### config.mk
export PLATFORM = sky130hd
export DESIGN_NAME = sprite_layer
export DESIGN_NICKNAME = d
export VERILOG_FILES = /design/src/rtl/sprite_layer.sv
export SDC_FILE = /design/constraint.sdc
export NUM_CORES = 1
export LEC_CHECK = 0
export ABC_AREA = 1
export BUFFER_PORTS_ARGS = -buffer_cell sky130_fd_sc_hd__buf_2
export CAP_MARGIN = 20
export CELL_PAD_IN_SITES_DETAIL_PLACEMENT = 0
export CELL_PAD_IN_SITES_GLOBAL_PLACEMENT = 1
export CORE_MARGIN = 2
export CORE_UTILIZATION = 38
export CTS_BUF_LIST = sky130_fd_sc_hd__clkbuf_2
export DETAILED_ROUTE_END_ITERATION = 8
export HOLD_SLACK_MARGIN = 0.08
export PLACE_DENSITY_LB_ADDON = 0.1
export SLEW_MARGIN = 40
export SYNTH_ARGS = -nofsm -noshare
export SYNTH_HDL_FRONTEND = slang
export SYNTH_SLANG_ARGS = --single-unit
### constraint.sdc
create_clock -name clk -period 5 [get_ports clk]
set_clock_uncertainty 0.15 [all_clocks]
set_input_delay 0.75 -clock clk [delete_from_list [all_inputs] [get_ports clk]]
set_output_delay 0.75 -clock clk [all_outputs]
set_load 0.1 [all_outputs]
### src/rtl/sprite_layer.sv
// sprite_layer: single-sprite render stage for the VGA pixel path.
// Builds a row-major address into an external asynchronous sprite ROM from the
// scan coordinates, then composites the ROM pixel over the background using a
// transparency key. Position updates are staged in a shadow register and only
// take effect at frame_start, so a frame never shows two positions.
// Optional feature: define SPRITE_MIRROR_EN to add a horizontal-mirror input.
module sprite_layer #(
  parameter int                 SPR_W     = 100,
  parameter int                 SPR_H     = 100,
  parameter int                 ADDR_W    = 14,
  parameter int                 COLOR_W   = 12,
  parameter int                 X_W       = 10,
  parameter int                 Y_W       = 9,
  parameter logic [COLOR_W-1:0] KEY_COLOR = 12'hF0F
) (
  input  logic               clk,
  input  logic               rstn,
  input  logic               pix_en,
  input  logic [X_W-1:0]     col_addr,
  input  logic [Y_W-1:0]     row_addr,
  input  logic               frame_start,
  input  logic [X_W-1:0]     pos_x,
  input  logic [Y_W-1:0]     pos_y,
  input  logic               pos_wr,
`ifdef SPRITE_MIRROR_EN
  input  logic               mirror_x,
`endif
  output logic               pos_ack,
  output logic [ADDR_W-1:0]  rom_addr,
  input  logic [COLOR_W-1:0] rom_data,
  input  logic [COLOR_W-1:0] bg_in,
  output logic [COLOR_W-1:0] pix_out,
  output logic               pix_hit
);

  // Sprite extents widened by one bit so right/bottom clipping never wraps.
  localparam logic [X_W:0]      SPR_W_X    = (X_W+1)'(SPR_W);
  localparam logic [Y_W:0]      SPR_H_Y    = (Y_W+1)'(SPR_H);
  localparam logic [ADDR_W-1:0] SPR_W_A    = ADDR_W'(SPR_W);
  localparam logic [ADDR_W-1:0] SPR_W_M1_A = ADDR_W'(SPR_W - 1);

  // Position registers
  logic [X_W-1:0] act_x_q, act_x_d, shd_x_q, shd_x_d;
  logic [Y_W-1:0] act_y_q, act_y_d, shd_y_q, shd_y_d;
  logic           pending_q, pending_d;
  logic           pos_ack_q, pos_ack_d;
`ifdef SPRITE_MIRROR_EN
  logic           act_mir_q, act_mir_d, shd_mir_q, shd_mir_d;
`endif

  // Pixel pipeline registers
  logic [ADDR_W-1:0]  rom_addr_q, rom_addr_d;
  logic               inside_d_q, inside_d_d;
  logic [COLOR_W-1:0] bg_d_q, bg_d_d;
  logic [COLOR_W-1:0] pix_out_q, pix_out_d;
  logic               pix_hit_q, pix_hit_d;

  // Stage-0 / stage-1 combinational terms
  logic               inside_s;
  logic [X_W-1:0]     col_off_s;
  logic [Y_W-1:0]     row_off_s;
  logic [ADDR_W-1:0]  col_term_s;
  logic [ADDR_W-1:0]  lin_addr_s;
  logic               opaque_s;

  // Shadow capture on pos_wr; shadow-to-active transfer at frame_start. A write
  // coinciding with frame_start lands in the shadow after the old shadow is applied.
  always_comb begin
    act_x_d   = act_x_q;
    act_y_d   = act_y_q;
    shd_x_d   = shd_x_q;
    shd_y_d   = shd_y_q;
    pending_d = pending_q;
    pos_ack_d = 1'b0;
`ifdef SPRITE_MIRROR_EN
    act_mir_d = act_mir_q;
    shd_mir_d = shd_mir_q;
`endif
    if (frame_start && pending_q) begin
      act_x_d   = shd_x_q;
      act_y_d   = shd_y_q;
`ifdef SPRITE_MIRROR_EN
      act_mir_d = shd_mir_q;
`endif
      pending_d = 1'b0;
      pos_ack_d = 1'b1;
    end else begin
      pos_ack_d = 1'b0;
    end
    if (pos_wr) begin
      shd_x_d   = pos_x;
      shd_y_d   = pos_y;
`ifdef SPRITE_MIRROR_EN
      shd_mir_d = mirror_x;
`endif
      pending_d = 1'b1;
    end else begin
      shd_x_d   = shd_x_d;
      shd_y_d   = shd_y_d;
    end
  end

  // Stage-0 hit test and row-major ROM address relative to the active position.
  always_comb begin
    inside_s  = ({1'b0, col_addr} >= {1'b0, act_x_q}) &&
                ({1'b0, col_addr} <  ({1'b0, act_x_q} + SPR_W_X)) &&
                ({1'b0, row_addr} >= {1'b0, act_y_q}) &&
                ({1'b0, row_addr} <  ({1'b0, act_y_q} + SPR_H_Y));
    col_off_s  = col_addr - act_x_q;
    row_off_s  = row_addr - act_y_q;
    col_term_s = ADDR_W'(col_off_s);
`ifdef SPRITE_MIRROR_EN
    if (act_mir_q) begin
      col_term_s = SPR_W_M1_A - ADDR_W'(col_off_s);
    end else begin
      col_term_s = ADDR_W'(col_off_s);
    end
`endif
    lin_addr_s = ADDR_W'(row_off_s) * SPR_W_A + col_term_s;
  end

  // Pipeline next-state: advance on pix_en, otherwise hold every stage.
  always_comb begin
    opaque_s   = inside_d_q && (rom_data != KEY_COLOR);
    rom_addr_d = rom_addr_q;
    inside_d_d = inside_d_q;
    bg_d_d     = bg_d_q;
    pix_out_d  = pix_out_q;
    pix_hit_d  = pix_hit_q;
    if (pix_en) begin
      rom_addr_d = inside_s ? lin_addr_s : {ADDR_W{1'b0}};
      inside_d_d = inside_s;
      bg_d_d     = bg_in;
      pix_out_d  = opaque_s ? rom_data : bg_d_q;
      pix_hit_d  = opaque_s;
    end else begin
      rom_addr_d = rom_addr_q;
      inside_d_d = inside_d_q;
    end
  end

  // State registers with synchronous active-low reset.
  always_ff @(posedge clk) begin
    if (!rstn) begin
      act_x_q    <= {X_W{1'b0}};
      act_y_q    <= {Y_W{1'b0}};
      shd_x_q    <= {X_W{1'b0}};
      shd_y_q    <= {Y_W{1'b0}};
      pending_q  <= 1'b0;
      pos_ack_q  <= 1'b0;
`ifdef SPRITE_MIRROR_EN
      act_mir_q  <= 1'b0;
      shd_mir_q  <= 1'b0;
`endif
      rom_addr_q <= {ADDR_W{1'b0}};
      inside_d_q <= 1'b0;
      bg_d_q     <= {COLOR_W{1'b0}};
      pix_out_q  <= {COLOR_W{1'b0}};
      pix_hit_q  <= 1'b0;
    end else begin
      act_x_q    <= act_x_d;
      act_y_q    <= act_y_d;
      shd_x_q    <= shd_x_d;
      shd_y_q    <= shd_y_d;
      pending_q  <= pending_d;
      pos_ack_q  <= pos_ack_d;
`ifdef SPRITE_MIRROR_EN
      act_mir_q  <= act_mir_d;
      shd_mir_q  <= shd_mir_d;
`endif
      rom_addr_q <= rom_addr_d;
      inside_d_q <= inside_d_d;
      bg_d_q     <= bg_d_d;
      pix_out_q  <= pix_out_d;
      pix_hit_q  <= pix_hit_d;
    end
  end

  assign pos_ack  = pos_ack_q;
  assign rom_addr = rom_addr_q;
  assign pix_out  = pix_out_q;
  assign pix_hit  = pix_hit_q;

endmodule

# Yosys cells after proc, flatten, opt, wreduce, memory -nomap -nowiden
# Index checks and enable logic that the tools add are counted.
# word_totals
in_bits,67
register_bits,80
# op_classes
addsub,5
multipliers,1
n_eq_ne,1
n_reduce_logical,6
order_cmp,4
n_mux,5
# ops
operator,count
adder 14 x 10 -> 14 bit,1
two-way mux 14 bit,1
multiplier 9 x 5 -> 12 bit (second input constant),1
two-way mux 12 bit,1
inequality test 12 bit (second input constant),1
adder 10 x 7 -> 11 bit (second input constant),1
less-than comparator 10 x 11 -> 1 bit,1
adder 9 x 7 -> 10 bit (second input constant),1
greater-or-equal comparator 10 bit,1
less-than comparator 9 x 10 -> 1 bit,1
subtractor 10 bit,1
greater-or-equal comparator 9 bit,1
subtractor 9 bit,1
logical AND 1 bit,5
two-way mux 1 bit,3
nonzero test 2 bit,1

# Depth between registers and ports, before layout
# Gate-level depths: netlist of run 1.
# depth
ltp_word,6
mapped_depth,27
depth_no_buf,27

# Worst setup path after synthesis of run 1
# OpenSTA, ideal clock, no wires.
# synth_timing
path_type,input-to-reg
start,in row_addr[2]
end,"reg rom_addr_q[12], in the netlist rom_addr[12]"
setup_slack_ps,153
setup_ps,134
path_stages,20
t_arrival_ps,4563
n_path_buf,0
required_ps,4716
cell_sequence,ha_1 > or2_2 > nand2_1 > xnor2_1 > ha_1 > ha_1 > fa_1 > ha_1 > a21o_1 > a31oi_1 > xor2_1 > inv_1 > ha_1 > a21oi_1 > o21ai_0 > a21oi_1 > nor2_1 > a21oi_1 > nand3b_1 > a21oi_1
# synth_between
elab_chain_cells,4
# synth_rtl
item,line,source
"start, declared",20,"input logic [Y_W-1:0] row_addr,"
subtractor 9 bit or greater-or-equal comparator 9 bit (tied branches),"110, 107",
multiplier 9 x 5 -> 12 bit or logical AND 1 bit (tied branches),"119, 106",
adder 14 x 10 -> 14 bit or logical AND 1 bit (tied branches),"119, 107",
two-way mux 14 bit (*),131,rom_addr_d = inside_s ? lin_addr_s : {ADDR_W{1'b0}};
"end signal, assigned",155,rom_addr_q <= {ADDR_W{1'b0}};
"end signal, assigned",171,rom_addr_q <= rom_addr_d;
"end, declared",52,"logic [ADDR_W-1:0] rom_addr_q, rom_addr_d;"
# Every way passes the cells marked *; elsewhere a longest branch is shown, timed or not.
# A chain may end at the register's enable or synchronous reset.

# Worst setup path in the final report of run 1
# layout_timing
start,reg act_y_q[0]
end,"reg rom_addr_q[12], in the netlist rom_addr[12]"
# layout_between
elab_chain_cells,4
# layout_rtl
item,line,source
"start, declared",44,"logic [Y_W-1:0] act_y_q, act_y_d, shd_y_q, shd_y_d;"
"start signal, assigned",146,act_y_q <= {Y_W{1'b0}};
"start signal, assigned",162,act_y_q <= act_y_d;
subtractor 9 bit (tied with other cells),110,row_off_s = row_addr - act_y_q;
multiplier 9 x 5 -> 12 bit (tied with other cells),119,lin_addr_s = ADDR_W'(row_off_s) * SPR_W_A + col_term_s;
adder 14 x 10 -> 14 bit or logical AND 1 bit (tied branches),"119, 107",
two-way mux 14 bit (*),131,
# Marks and branches as above.

==> reports/qor.json, run 1 <==
{
  "tritoncts_num_sinks": {"value": 80},
  "power.ir.vdd_worst": {"value": 0.248, "unit": "mV"},
  "setup_viol": {"value": 0},
  "global_route.usage.total": {"value": 18.1, "unit": "%"},
  "drt_drc_violations_left": {"value": 0},
  "cp_max_fo": {"value": 3},
  "grt_setup_unrepaired": {"value": "no"},
  "htree_num_levels": {"value": 3},
  "weighted_congestion_reported_at_the_end_of_routability_driven_placement": {"value": 0.828},
  "synth_enable_flop_cells": {"value": 0},
  "critical_path_required": {"value": 5.34, "unit": "ns"},
  "detailroute.via_count": {"value": 4927},
  "detailedPlace.worstSlack": {"value": -0.197, "unit": "ns"},
  "post_synth_main_area_contributors": {"value": "dfxtp_1 (30%), ha_1 (16%), nand2_1 (9.0%)"},
  "post_route_cells_drive_above_1_share": {"value": 17.0, "unit": "%"},
  "critPathCaptureType": {"value": "flip-flop"},
  "drv_slew": {"value": 0},
  "max-slew-margin-rel": {"value": 54.3, "unit": "%"},
  "yosysUniqueCellTypes": {"value": 32},
  "antenna_found_initial": {"value": 0},
  "clkLatencyLatePin": {"value": 0.53, "unit": "ns"},
  "net_count_after_synthesis": {"value": 883},
  "ios": {"value": 95},
  "period_needed": {"value": 4.69, "unit": "ns"},
  "number_of_nets_with_antenna_violations_after_detailed_routing": {"value": 0},
  "initial_core_util": {"value": 38.8, "unit": "%"},
  "crit_arrival": {"value": 5.03, "unit": "ns"},
  "clk_root_buffer_cell": {"value": "clkbuf_2"},
  "critPathLaunchType": {"value": "flip-flop"},
  "synth-seq-area-share": {"value": 29.8, "unit": "%"},
  "clk_pin_slew_worst_paths": {"value": 0.22, "unit": "ns"},
  "status": {"value": "complete, no violations"},
  "buffer_ports.inserted": {"value": 94},
  "setup-tns-final": {"value": 0, "unit": "ns"},
  "drt-pass1-iter-count": {"value": 5},
  "p_leak": {"value": 3.09, "unit": "nW"},
  "dieHeight": {"value": 123, "unit": "µm"},
  "syn-cell-area": {"value": 5370, "unit": "µm²"},
  "synth-main-ff-cell": {"value": "dfxtp_1"},
  "synth_top_area_share": {"value": 29.8, "unit": "%"},
  "holdCritPathClass": {"value": "in -> reg"},
  "std_cell_rows": {"value": 43},
  "layout.core_utilization": {"value": 45.2, "unit": "%"},
  "finalNetCount": {"value": 977},
  "layout.filler_cells": {"value": 1479},
  "detailed_place_hpwl": {"value": 10.6, "unit": "mm"},
  "layoutNonFillerInstCount": {"value": 1019},
  "totalWireLength": {"value": 13.3, "unit": "mm"},
  "ys_seq_elements": {"value": 80},
  "switching_power_as_a_share_of_total_power": {"value": 43.4, "unit": "%"},
  "grt_pass1_vias": {"value": 4758},
  "clock_tree.buffer_depth": {"value": 2},
  "final.setup.worst_slack": {"value": 0.309, "unit": "ns"},
  "synth.largest_area_cell": {"value": "dfxtp_1"},
  "finalCritPeriodShare": {"value": 93.8, "unit": "%"},
  "cellInternalPower": {"value": 1.62, "unit": "mW"},
  "synthCells": {"value": 740},
  "cts_tree": {"value": "done"},
  "power_frac_seq": {"value": 24.5, "unit": "%"},
  "post_drt_wl_per_cell": {"value": 13.0, "unit": "µm"},
  "floorplan.die_area": {"value": 15100, "unit": "µm²"},
  "synth.top_cells.by_count": {"value": "nand2_1 (129), inv_1 (88), nor2_1 (85)"},
  "timing.max_cap.violations": {"value": 0},
  "clock_power_share": {"value": 15.5, "unit": "%"},
  "cts_made_buffers": {"value": 9},
  "synth.yosys.warnings": {"value": 0},
  "comb_power_share": {"value": 59.9, "unit": "%"},
  "finalHoldViolations": {"value": 0},
  "async_reset_ff_share": {"value": 0, "unit": "%"},
  "synth.most_common_cell": {"value": "nand2_1"},
  "powerDensity": {"value": 458, "unit": "nW/µm²"},
  "floorplan.core_area": {"value": 13800, "unit": "µm²"},
  "timing_worst_setup_path_type": {"value": "reg -> reg"},
  "antenna-diode-count": {"value": 0},
  "power.net_switching": {"value": 1.24, "unit": "mW"},
  "die_width": {"value": 123, "unit": "µm"},
  "maximum_clock_frequency": {"value": 0.213, "unit": "GHz"},
  "tightest_slew": {"value": 0.685, "unit": "ns"},
  "syn-mean-instance-area": {"value": 7.26, "unit": "µm²"},
  "grt_first_pass_wirelength": {"value": 21.7, "unit": "mm"},
  "syn2layout_area_growth": {"value": 16.4, "unit": "%"},
  "detailedRoute.firstIterationViolations": {"value": 178},
  "globalRouteOverflowTotal": {"value": 0},
  "post_drt_via_cell_ratio": {"value": 4.84},
  "grt_max_degree": {"value": 65},
  "dpl.cell_count": {"value": 1002}
}
-- routing by layer --
metal  vias up  routed length (µm)  global-route usage [%]
li1       2639                   -                       -
met1      2206                6560                    23.6
met2        69                6090                    30.4
met3        13                 394                    3.00
met4         0                 210                    6.39
met5         -                   0                       0
-- worst paths after layout --
| path | cells past startpoint | from | to | slack [ns] |
|---|---|---|---|---|
| worst max register to register | 21 | act_y_q[0] | rom_addr[12] | 0.31 |
| worst min-delay path | 3 | bg_in[6] | bg_d_q[6] | 0.25 |
| worst min register to register | 2 | rom_addr[6] | rom_addr[6] | 0.33 |
| worst max-delay path | 21 | act_y_q[0] | rom_addr[12] | 0.31 |
-- metrics by stage --
step           total power, mW  hold WS [ns]  instance area [µm²]
6_report                  2.86         0.249                 6250
3_3_place_gp              2.40         0.303                 6060
4_1_cts                   2.89         0.173                 6230
5_1_grt                   3.17         0.206                 6250
2_1_floorplan             1.96         0.289                 5370
3_5_place_dp              2.43         0.307                 6070
-- flip-flops by register name, summed over array words and instances, names as in the netlist --
name	flops
shd_x_q	10
shd_y_q	9
bg_d_q	12
pix_hit	1
pix_out	12
rom_addr	14
pos_ack	1
act_y_q	9
inside_d_q	1
pending_q	1
act_x_q	10
-- worst max-delay path, cell delays in order, from the launching register on --
cell and delay (ns):
dfxtp_1 0.42, ha_1 0.17, inv_1 0.06, fa_1 0.42
xor2_1 0.20, buf_4 0.14, ha_1 0.19, ha_1 0.31
fa_1 0.47, ha_1 0.33, a21o_1 0.18, a31oi_1 0.19
xor2_1 0.18, inv_1 0.06, ha_1 0.31, nand2_1 0.08
o21ai_0 0.16, a21oi_1 0.08, nor2_1 0.17, a21oi_1 0.09
nand3b_1 0.17, a21oi_2 0.13
-- power by group through the flow --
stage	Combinational, mW	Sequential [mW]	Clock (mW)
2_1_floorplan	1.15	0.815	0
3_3_place_gp	1.69	0.714	0
3_5_place_dp	1.71	0.715	0
4_1_cts	1.72	0.702	0.464
5_1_grt	1.98	0.708	0.486
6_report	1.71	0.702	0.445
-- logic make-up (layout without fill, tap and decap cells) --
family / count (synthesis) / count (layout) / synth area share [%]
simple gates: 287 / 287 / 22.8
xor+xnor: 34 / 34 / 5.54
buf+inv: 115 / 214 / 8.22
flops: 80 / 80 / 29.8
compound gates: 148 / 148 / 14.9
fa+ha+maj: 76 / 76 / 18.7
-- timing repair --
item	in CTS	in global routing
hold buffers	0	0
endpoints found under the setup margin	0	3
resized for setup	0	4
buffers inserted	0	1
-- layout by cell type (no fill, tap or decap), types with 4 or more instances in the layout --
| master | n |
|---|---|
| inv_1 | 88 |
| nand2_2 | 4 |
| dfxtp_1 | 79 |
| ha_1 | 69 |
| fa_1 | 7 |
| o21ai_0 | 59 |
| nor2_1 | 85 |
| nand3_1 | 42 |
| nand2_1 | 128 |
| nor3_1 | 4 |
| o211ai_1 | 14 |
| nand4_1 | 9 |
| a21oi_1 | 64 |
| xnor2_1 | 12 |
| buf_4 | 15 |
| xor2_1 | 21 |
| clkbuf_2 | 11 |
| buf_2 | 93 |
-- area by class of cell --
| cell class | instances | area (µm²) | area share [%] |
|---|---|---|---|
| multi-input combinational | 545 | 3350 | 53.5 |
| clock buffer | 11 | 55.1 | 0.881 |
| timing repair buffer | 108 | 578 | 9.25 |
| sequential | 80 | 1600 | 25.6 |
| clock inverter | 5 | 105 | 1.68 |
| inverter | 90 | 338 | 5.40 |
| tap | 180 | 225 | 3.60 |
Note: power is estimated with default switching activity, not from simulation.
==> run 2, diff against run 1 <==
--- a/config.mk
+++ b/config.mk
@@ -15,7 +15,7 @@
 export CTS_BUF_LIST = sky130_fd_sc_hd__clkbuf_2
 export DETAILED_ROUTE_END_ITERATION = 8
 export HOLD_SLACK_MARGIN = 0.08
-export PLACE_DENSITY_LB_ADDON = 0.1
+export PLACE_DENSITY_LB_ADDON = 0.15
 export SLEW_MARGIN = 40
 export SYNTH_ARGS = -nofsm -noshare
 export SYNTH_HDL_FRONTEND = slang
==> reports/qor.json, run 2 (same netlist as run 1, synthesis figures left out) <==
{
  "postCtsHoldBufs": {"value": 0, "change": "unchanged"},
  "power.ir.vdd_worst": {"value": 0.289, "unit": "mV", "change": "+17%"},
  "clock_power_share": {"value": 15.5, "unit": "%", "change": "about the same"},
  "period_needed": {"value": 4.61, "unit": "ns", "change": "-0.0838 ns"},
  "detailroute.via_count": {"value": 4923, "change": "-0.081%"},
  "clk_root_buffer_cell": {"value": "clkbuf_2"},
  "dieHeight": {"value": 123, "unit": "µm", "change": "unchanged"},
  "critPathLaunchType": {"value": "flip-flop"},
  "tritoncts_num_sinks": {"value": 80, "change": "unchanged"},
  "buffer_ports.inserted": {"value": 94, "change": "unchanged"},
  "cellInternalPower": {"value": 1.62, "unit": "mW", "change": "about the same"},
  "powerDensity": {"value": 458, "unit": "nW/µm²", "change": "about the same"},
  "holdCritPathClass": {"value": "in -> reg"},
  "layout_commonest_cell": {"value": "nand2_1"},
  "sequential_cell_area": {"value": 1610, "unit": "µm²", "change": "+0.16%"},
  "floorplan.die_area": {"value": 15100, "unit": "µm²", "change": "unchanged"},
  "crit_arrival": {"value": 4.94, "unit": "ns", "change": "-0.09 ns"},
  "power.net_switching": {"value": 1.24, "unit": "mW", "change": "-0.59%"},
  "std_cell_rows": {"value": 43, "change": "unchanged"},
  "totalWireLength": {"value": 13.1, "unit": "mm", "change": "-1.0%"},
  "weighted_congestion_reported_at_the_end_of_routability_driven_placement": {"value": 0.848, "change": "+2.5%"},
  "globalRouteOverflowTotal": {"value": 0, "change": "unchanged"},
  "critPathMostFrequentCell": {"value": "ha_1"},
  "critPathMaxStageDelay": {"value": 0.47, "unit": "ns", "change": "about the same"},
  "crit_slowest_cell": {"value": "fa_1"},
  "die_width": {"value": 123, "unit": "µm", "change": "unchanged"},
  "cp_max_fo": {"value": 4, "change": "+1"},
  "max-slew-margin-rel": {"value": 54.7, "unit": "%", "change": "+0.36 points"},
  "finalNetCount": {"value": 976, "change": "-0.10%"},
  "finalHoldViolations": {"value": 0, "change": "unchanged"},
  "power_frac_seq": {"value": 24.6, "unit": "%", "change": "about the same"},
  "totalPowerFinal": {"value": 2.85, "unit": "mW", "change": "-0.26%"},
  "critPathLaunch": {"value": "act_y_q[2]"},
  "drv_slew": {"value": 0, "change": "unchanged"},
  "status": {"value": "complete, no violations"},
  "post_drt_wl_per_cell": {"value": 12.9, "unit": "µm", "change": "-1.0%"},
  "holdCritStartpoint": {"value": "bg_in[10]"},
  "dpl.cell_count": {"value": 1002, "change": "unchanged"},
  "initial_core_util": {"value": 38.8, "unit": "%", "change": "unchanged"},
  "layout.core_utilization": {"value": 45.1, "unit": "%", "change": "-0.12 points"},
  "global_route.usage.total": {"value": 18.2, "unit": "%", "change": "+0.020 points"},
  "grt_pass1_vias": {"value": 4776, "change": "+0.38%"},
  "antenna_found_initial": {"value": 1, "change": "+1"},
  "timing_worst_setup_path_type": {"value": "reg -> reg"},
  "crit_path_cell_trace": {"value": "inv_1 > ha_1 > or2_2 > nand2_1 > xnor2_1 > ha_1 > ha_1 > fa_1 > ha_1 > a21o_1 > a31oi_1 > xor2_1 > inv_1 > ha_1 > nand2_1 > nor3_1 > a21oi_1 > nor2_2 > a21oi_1 > nand3b_1 > a21oi_1"},
  "comb_power_share": {"value": 59.8, "unit": "%", "change": "about the same"},
  "layout.cells.most_common_list": {"value": "nand2_1 (128), buf_2 (93), inv_1 (88)"},
  "post_route_cells_drive_above_1_share": {"value": 16.7, "unit": "%", "change": "-0.34 points"},
  "setup_viol": {"value": 0, "change": "unchanged"},
  "drt_drc_violations_left": {"value": 0, "change": "unchanged"},
  "tightest_slew": {"value": 0.680, "unit": "ns", "change": "-0.00542 ns"},
  "grt_first_pass_wirelength": {"value": 21.9, "unit": "mm", "change": "+0.73%"},
  "crit-reg2reg-launch": {"value": "act_y_q[2]"},
  "htree_num_levels": {"value": 3, "change": "unchanged"},
  "critPathBufInv": {"value": 2, "change": "-1"},
  "multi_input_comb_area": {"value": 3330, "unit": "µm²", "change": "-0.41%"},
  "layoutNonFillerInstCount": {"value": 1019, "change": "unchanged"},
  "cts_tree": {"value": "done"},
  "syn2layout_area_growth": {"value": 16.1, "unit": "%"},
  "finalCritPeriodShare": {"value": 92.1, "unit": "%", "change": "-1.7 points"},
  "switching_power_as_a_share_of_total_power": {"value": 43.3, "unit": "%", "change": "-0.14 points"},
  "cpLargestDelayFamily": {"value": "adder cells"},
  "clk_pin_slew_worst_paths": {"value": 0.22, "unit": "ns", "change": "about the same"},
  "number_of_nets_with_antenna_violations_after_detailed_routing": {"value": 0, "change": "unchanged"},
  "detailed_place_hpwl": {"value": 10.5, "unit": "mm", "change": "-0.62%"},
  "cts_made_buffers": {"value": 9, "change": "unchanged"},
  "floorplan.core_area": {"value": 13800, "unit": "µm²", "change": "unchanged"},
  "p_leak": {"value": 3.08, "unit": "nW", "change": "-0.36%"},
  "critPathCaptureType": {"value": "flip-flop"},
  "ios": {"value": 95, "change": "unchanged"},
  "largest_reg_flops": {"value": 14, "change": "unchanged"},
  "clock_tree.buffer_depth": {"value": 2, "change": "unchanged"},
  "clkLatencyLatePin": {"value": 0.53, "unit": "ns", "change": "about the same"},
  "layout.filler_cells": {"value": 1449, "change": "-2.0%"},
  "maximum_clock_frequency": {"value": 0.217, "unit": "GHz", "change": "+1.8%"},
  "drt-pass1-iter-count": {"value": 4, "change": "-1"},
  "grt_max_degree": {"value": 65, "change": "unchanged"},
  "detailedPlace.worstSlack": {"value": -0.110, "unit": "ns", "change": "+0.0876 ns"},
  "grt_setup_unrepaired": {"value": "no"},
  "final.setup.worst_slack": {"value": 0.393, "unit": "ns", "change": "+0.0838 ns"},
  "detailedRoute.firstIterationViolations": {"value": 159, "change": "-11%"},
  "critical_path_required": {"value": 5.34, "unit": "ns", "change": "about the same"},
  "timing.max_cap.violations": {"value": 0, "change": "unchanged"},
  "post_drt_via_cell_ratio": {"value": 4.83, "change": "about the same"}
}
==> run 2: changes by cell type in the layout (fill, tap and decap cells not counted), sizes merged <==
cell	previous run	this run
buf	108	107
diode	0	1
==> run 2: timing repair <==
action,CTS,global route
setup buffers,0,0
endpoints found under the setup margin,0,2
gates resized for setup,0,3
==> run 2: power groups by stage <==
stage | Clock, mW | Sequential (mW) | Combinational, mW
6_report | 0.444 | 0.703 | 1.71
5_1_grt | 0.489 | 0.709 | 1.97
4_1_cts | 0.461 | 0.703 | 1.71
3_5_place_dp | 0 | 0.716 | 1.70
3_3_place_gp | 0 | 0.714 | 1.68
2_1_floorplan | 0 | 0.815 | 1.15
==> run 2: final timing paths <==
kind             endpoint  slack [ns]  depth (start not counted)
max          rom_addr[12]        0.39                         21
min            bg_d_q[10]        0.26                          3
max reg2reg  rom_addr[12]        0.39                         21
min reg2reg   rom_addr[5]        0.33                          2
==> run 2: through the flow <==
step	setup TNS (ns)	hold slack (ns)	instance area [µm²]
6_report	0	0.262	6230
3_3_place_gp	-0.0306	0.304	6060
4_1_cts	0	0.205	6230
3_5_place_dp	-0.254	0.305	6070
2_1_floorplan	0	0.289	5370
5_1_grt	0	0.197	6230
==> run 2: routing by layer <==
| layer | up-vias | global-route usage, % | part of all wire [%] |
|---|---|---|---|
| met3 | 18 | 3.41 | 2.9 |
| met2 | 70 | 30.3 | 46 |
| met5 | - | 0 | 0 |
| met4 | 0 | 5.96 | 2.1 |
| met1 | 2213 | 23.6 | 49 |
| li1 | 2622 | - | - |
==> run 2: worst register-to-register path: cells and delay by family (launching register included) <==
kind	cells	cell delay [ns]
XOR/XNOR	2	0.32
adder cells (fa/ha/maj)	6	1.99
AND/OR/NAND/NOR	6	0.90
AO/OA/AOI/OAI	5	0.66
buffers and inverters	2	0.12
flip-flops	1	0.41
==> run 2: area by class of cell <==
cell class	count	share of cell area, %
multi-input combinational	545	53.5
sequential	80	25.7
timing repair buffer	107	9.15
inverter	90	5.42
tap	180	3.61
clock inverter	5	1.69
clock buffer	11	0.883
antenna	1	0.0401
==> run 3, diff against run 2 <==
--- a/config.mk
+++ b/config.mk
@@ -12,7 +12,7 @@
 export CELL_PAD_IN_SITES_GLOBAL_PLACEMENT = 1
 export CORE_MARGIN = 2
 export CORE_UTILIZATION = 38
-export CTS_BUF_LIST = sky130_fd_sc_hd__clkbuf_2
+export CTS_BUF_LIST = sky130_fd_sc_hd__clkbuf_2 sky130_fd_sc_hd__clkbuf_4 sky130_fd_sc_hd__clkbuf_8
 export DETAILED_ROUTE_END_ITERATION = 8
 export HOLD_SLACK_MARGIN = 0.08
 export PLACE_DENSITY_LB_ADDON = 0.15
==> reports/qor.json, run 3 (same netlist as run 1, synthesis figures left out) <==
{
  "global_route.usage.total": {"value": 18.3, "unit": "%", "change": "+0.086 points"},
  "detailedPlace.worstSlack": {"value": -0.110, "unit": "ns", "change": "unchanged"},
  "max-slew-margin-rel": {"value": 55.6, "unit": "%", "change": "+0.94 points"},
  "clock_tree.buffer_depth": {"value": 2, "change": "unchanged"},
  "post_route_cells_drive_above_1_share": {"value": 16.7, "unit": "%", "change": "-0.020 points"},
  "holdCritPathClass": {"value": "reg -> reg"},
  "critical_path_required": {"value": 5.13, "unit": "ns", "change": "-0.21 ns"},
  "grt_max_degree": {"value": 65, "change": "unchanged"},
  "layout.cells.most_common_list": {"value": "nand2_1 (128), buf_2 (93), inv_1 (88)"},
  "dieHeight": {"value": 123, "unit": "µm", "change": "unchanged"},
  "final_cell_area": {"value": 6320, "unit": "µm²", "change": "+1.4%"},
  "finalCritPeriodShare": {"value": 93.9, "unit": "%", "change": "+1.8 points"},
  "finalNetCount": {"value": 977, "change": "+0.10%"},
  "detailedRoute.firstIterationViolations": {"value": 173, "change": "+8.8%"},
  "totalWireLength": {"value": 13.1, "unit": "mm", "change": "-0.24%"},
  "setup-tns-final": {"value": 0, "unit": "ns", "change": "unchanged"},
  "floorplan.die_area": {"value": 15100, "unit": "µm²", "change": "unchanged"},
  "die_width": {"value": 123, "unit": "µm", "change": "unchanged"},
  "setup_viol": {"value": 0, "change": "unchanged"},
  "crit_slowest_cell": {"value": "fa_1"},
  "syn2layout_area_growth": {"value": 17.7, "unit": "%"},
  "hold_slack": {"value": 0.313, "unit": "ns", "change": "+0.0504 ns"},
  "maximum_clock_frequency": {"value": 0.213, "unit": "GHz", "change": "-1.9%"},
  "clkLatencyLatePin": {"value": 0.36, "unit": "ns", "change": "-0.17 ns"},
  "cp_max_fo": {"value": 3, "change": "-1"},
  "tritoncts_num_sinks": {"value": 80, "change": "unchanged"},
  "clk_root_buffer_cell": {"value": "clkbuf_8"},
  "dpl_cell_area": {"value": 6070, "unit": "µm²", "change": "unchanged"},
  "timing.max_cap.violations": {"value": 0, "change": "unchanged"},
  "status": {"value": "complete, no violations"},
  "std_cell_rows": {"value": 43, "change": "unchanged"},
  "tightest_slew": {"value": 0.665, "unit": "ns", "change": "-0.0141 ns"},
  "p_leak": {"value": 3.12, "unit": "nW", "change": "+1.1%"},
  "clk_pin_slew_worst_paths": {"value": 0.08, "unit": "ns", "change": "-0.14 ns"},
  "grt_first_pass_wirelength": {"value": 21.9, "unit": "mm", "change": "about the same"},
  "critPathMostFrequentCell": {"value": "ha_1"},
  "final.setup.worst_slack": {"value": 0.305, "unit": "ns", "change": "-0.0885 ns"},
  "cts_tree": {"value": "done"},
  "buffer_ports.inserted": {"value": 94, "change": "unchanged"},
  "detailed_place_hpwl": {"value": 10.5, "unit": "mm", "change": "unchanged"},
  "largest_reg_flops": {"value": 14, "change": "unchanged"},
  "ios": {"value": 95, "change": "unchanged"},
  "globalRouteOverflowTotal": {"value": 0, "change": "unchanged"},
  "drt-pass1-iter-count": {"value": 4, "change": "unchanged"},
  "postCtsHoldBufs": {"value": 0, "change": "unchanged"},
  "power.net_switching": {"value": 1.24, "unit": "mW", "change": "+0.56%"},
  "critPathBufInv": {"value": 5, "change": "+3"},
  "layout_commonest_cell": {"value": "nand2_1"},
  "drt_drc_violations_left": {"value": 0, "change": "unchanged"},
  "detailroute.via_count": {"value": 4916, "change": "-0.14%"},
  "critPathMaxStageDelay": {"value": 0.47, "unit": "ns", "change": "about the same"},
  "layoutNonFillerInstCount": {"value": 1020, "change": "+0.098%"},
  "grt_pass1_vias": {"value": 4752, "change": "-0.50%"},
  "cpLargestDelayFamily": {"value": "adder cells"},
  "htree_num_levels": {"value": 3, "change": "unchanged"},
  "powerDensity": {"value": 474, "unit": "nW/µm²", "change": "+3.5%"},
  "number_of_nets_with_antenna_violations_after_detailed_routing": {"value": 0, "change": "unchanged"},
  "finalHoldViolations": {"value": 0, "change": "unchanged"},
  "weighted_congestion_reported_at_the_end_of_routability_driven_placement": {"value": 0.848, "change": "unchanged"},
  "switching_power_as_a_share_of_total_power": {"value": 41.5, "unit": "%", "change": "-1.8 points"},
  "timing_worst_setup_path_type": {"value": "in -> reg"},
  "cts_made_buffers": {"value": 9, "change": "unchanged"},
  "drv_slew": {"value": 0, "change": "unchanged"},
  "power_frac_seq": {"value": 23.4, "unit": "%", "change": "-1.2 points"},
  "crit_path_cell_trace": {"value": "buf_2 > inv_1 > ha_1 > inv_1 > fa_1 > xor2_1 > buf_4 > ha_1 > ha_1 > fa_1 > ha_1 > a21o_1 > a31oi_1 > xor2_1 > inv_1 > ha_1 > nand2_1 > nor3_1 > a21oi_1 > nor2_1 > a21oi_1 > nand3b_1 > a21oi_1"},
  "initial_core_util": {"value": 38.8, "unit": "%", "change": "unchanged"},
  "floorplan.core_area": {"value": 13800, "unit": "µm²", "change": "unchanged"},
  "totalPowerFinal": {"value": 3.00, "unit": "mW", "change": "+5.0%"},
  "critPathCaptureType": {"value": "flip-flop"},
  "comb_power_share": {"value": 57.3, "unit": "%", "change": "-2.5 points"},
  "grt_setup_unrepaired": {"value": "no"},
  "layout.core_utilization": {"value": 45.7, "unit": "%", "change": "+0.62 points"},
  "post_drt_via_cell_ratio": {"value": 4.82, "change": "-0.24%"},
  "post_drt_wl_per_cell": {"value": 12.8, "unit": "µm", "change": "-0.34%"},
  "clock_power_share": {"value": 19.3, "unit": "%", "change": "+3.8 points"},
  "period_needed": {"value": 4.70, "unit": "ns", "change": "+0.0885 ns"},
  "critPathLaunchType": {"value": "input port"},
  "dpl.cell_count": {"value": 1002, "change": "unchanged"},
  "crit_arrival": {"value": 4.83, "unit": "ns", "change": "-0.11 ns"},
  "cellInternalPower": {"value": 1.75, "unit": "mW", "change": "+8.3%"},
  "power.ir.vdd_worst": {"value": 0.284, "unit": "mV", "change": "-1.6%"},
  "antenna_found_initial": {"value": 1, "change": "unchanged"}
}
==> run 3: changes by cell type in the layout (fill, tap and decap cells not counted), sizes merged <==
cell	change
buf	+1
==> run 3: repair_timing <==
| item | in CTS | in global routing |
|---|---|---|
| setup endpoints to repair | 0 | 2 |
| setup buffers | 0 | 1 |
| resized for setup | 0 | 1 |
| endpoints found under the hold margin | 0 | 0 |
==> run 3: worst paths after layout <==
| kind | start | to | slack [ns] | cells past startpoint |
|---|---|---|---|---|
| hold reg to reg | rom_addr[5] | rom_addr[5] | 0.31 | 2 |
| setup / recovery | row_addr[0] | rom_addr[12] | 0.30 | 23 |
| setup reg to reg | act_y_q[2] | rom_addr[12] | 0.40 | 21 |
| hold / removal | rom_addr[5] | rom_addr[5] | 0.31 | 2 |
==> run 3: power groups by stage <==
| stage | clock network, mW | registers [mW] | logic [mW] |
|---|---|---|---|
| final | 0.578 | 0.701 | 1.72 |
| after global routing | 0.628 | 0.707 | 1.97 |
| after CTS | 0.597 | 0.701 | 1.71 |
| after detailed placement | 0 | 0.716 | 1.70 |
| after global placement | 0 | 0.714 | 1.68 |
| after floorplan | 0 | 0.815 | 1.15 |
==> run 3: tightest hold or removal path, cell delays in order (launching register included) <==
cell and delay (ns):
dfxtp_1 0.31, nand2_1 0.06, a21oi_1 0.05
==> run 3: final cells by class <==
class / count / area [µm²]
Sequential cell: 80 / 1600
Fill cell: 1438 / 7510
Timing Repair Buffer: 108 / 578
Antenna cell: 1 / 2.50
Inverter: 90 / 338
Tap cell: 180 / 225
Clock buffer: 11 / 139
Multi-Input combinational cell: 545 / 3330
Clock inverter: 5 / 105
==> run 3: layer usage <==
layer / part of all wire [%] / global-route usage, % / up-vias
met5: 0 / 0 / -
met4: 2.1 / 7.26 / 0
met3: 2.8 / 3.00 / 18
met2: 46 / 30.3 / 72
met1: 49 / 23.6 / 2200
li1: - / - / 2626
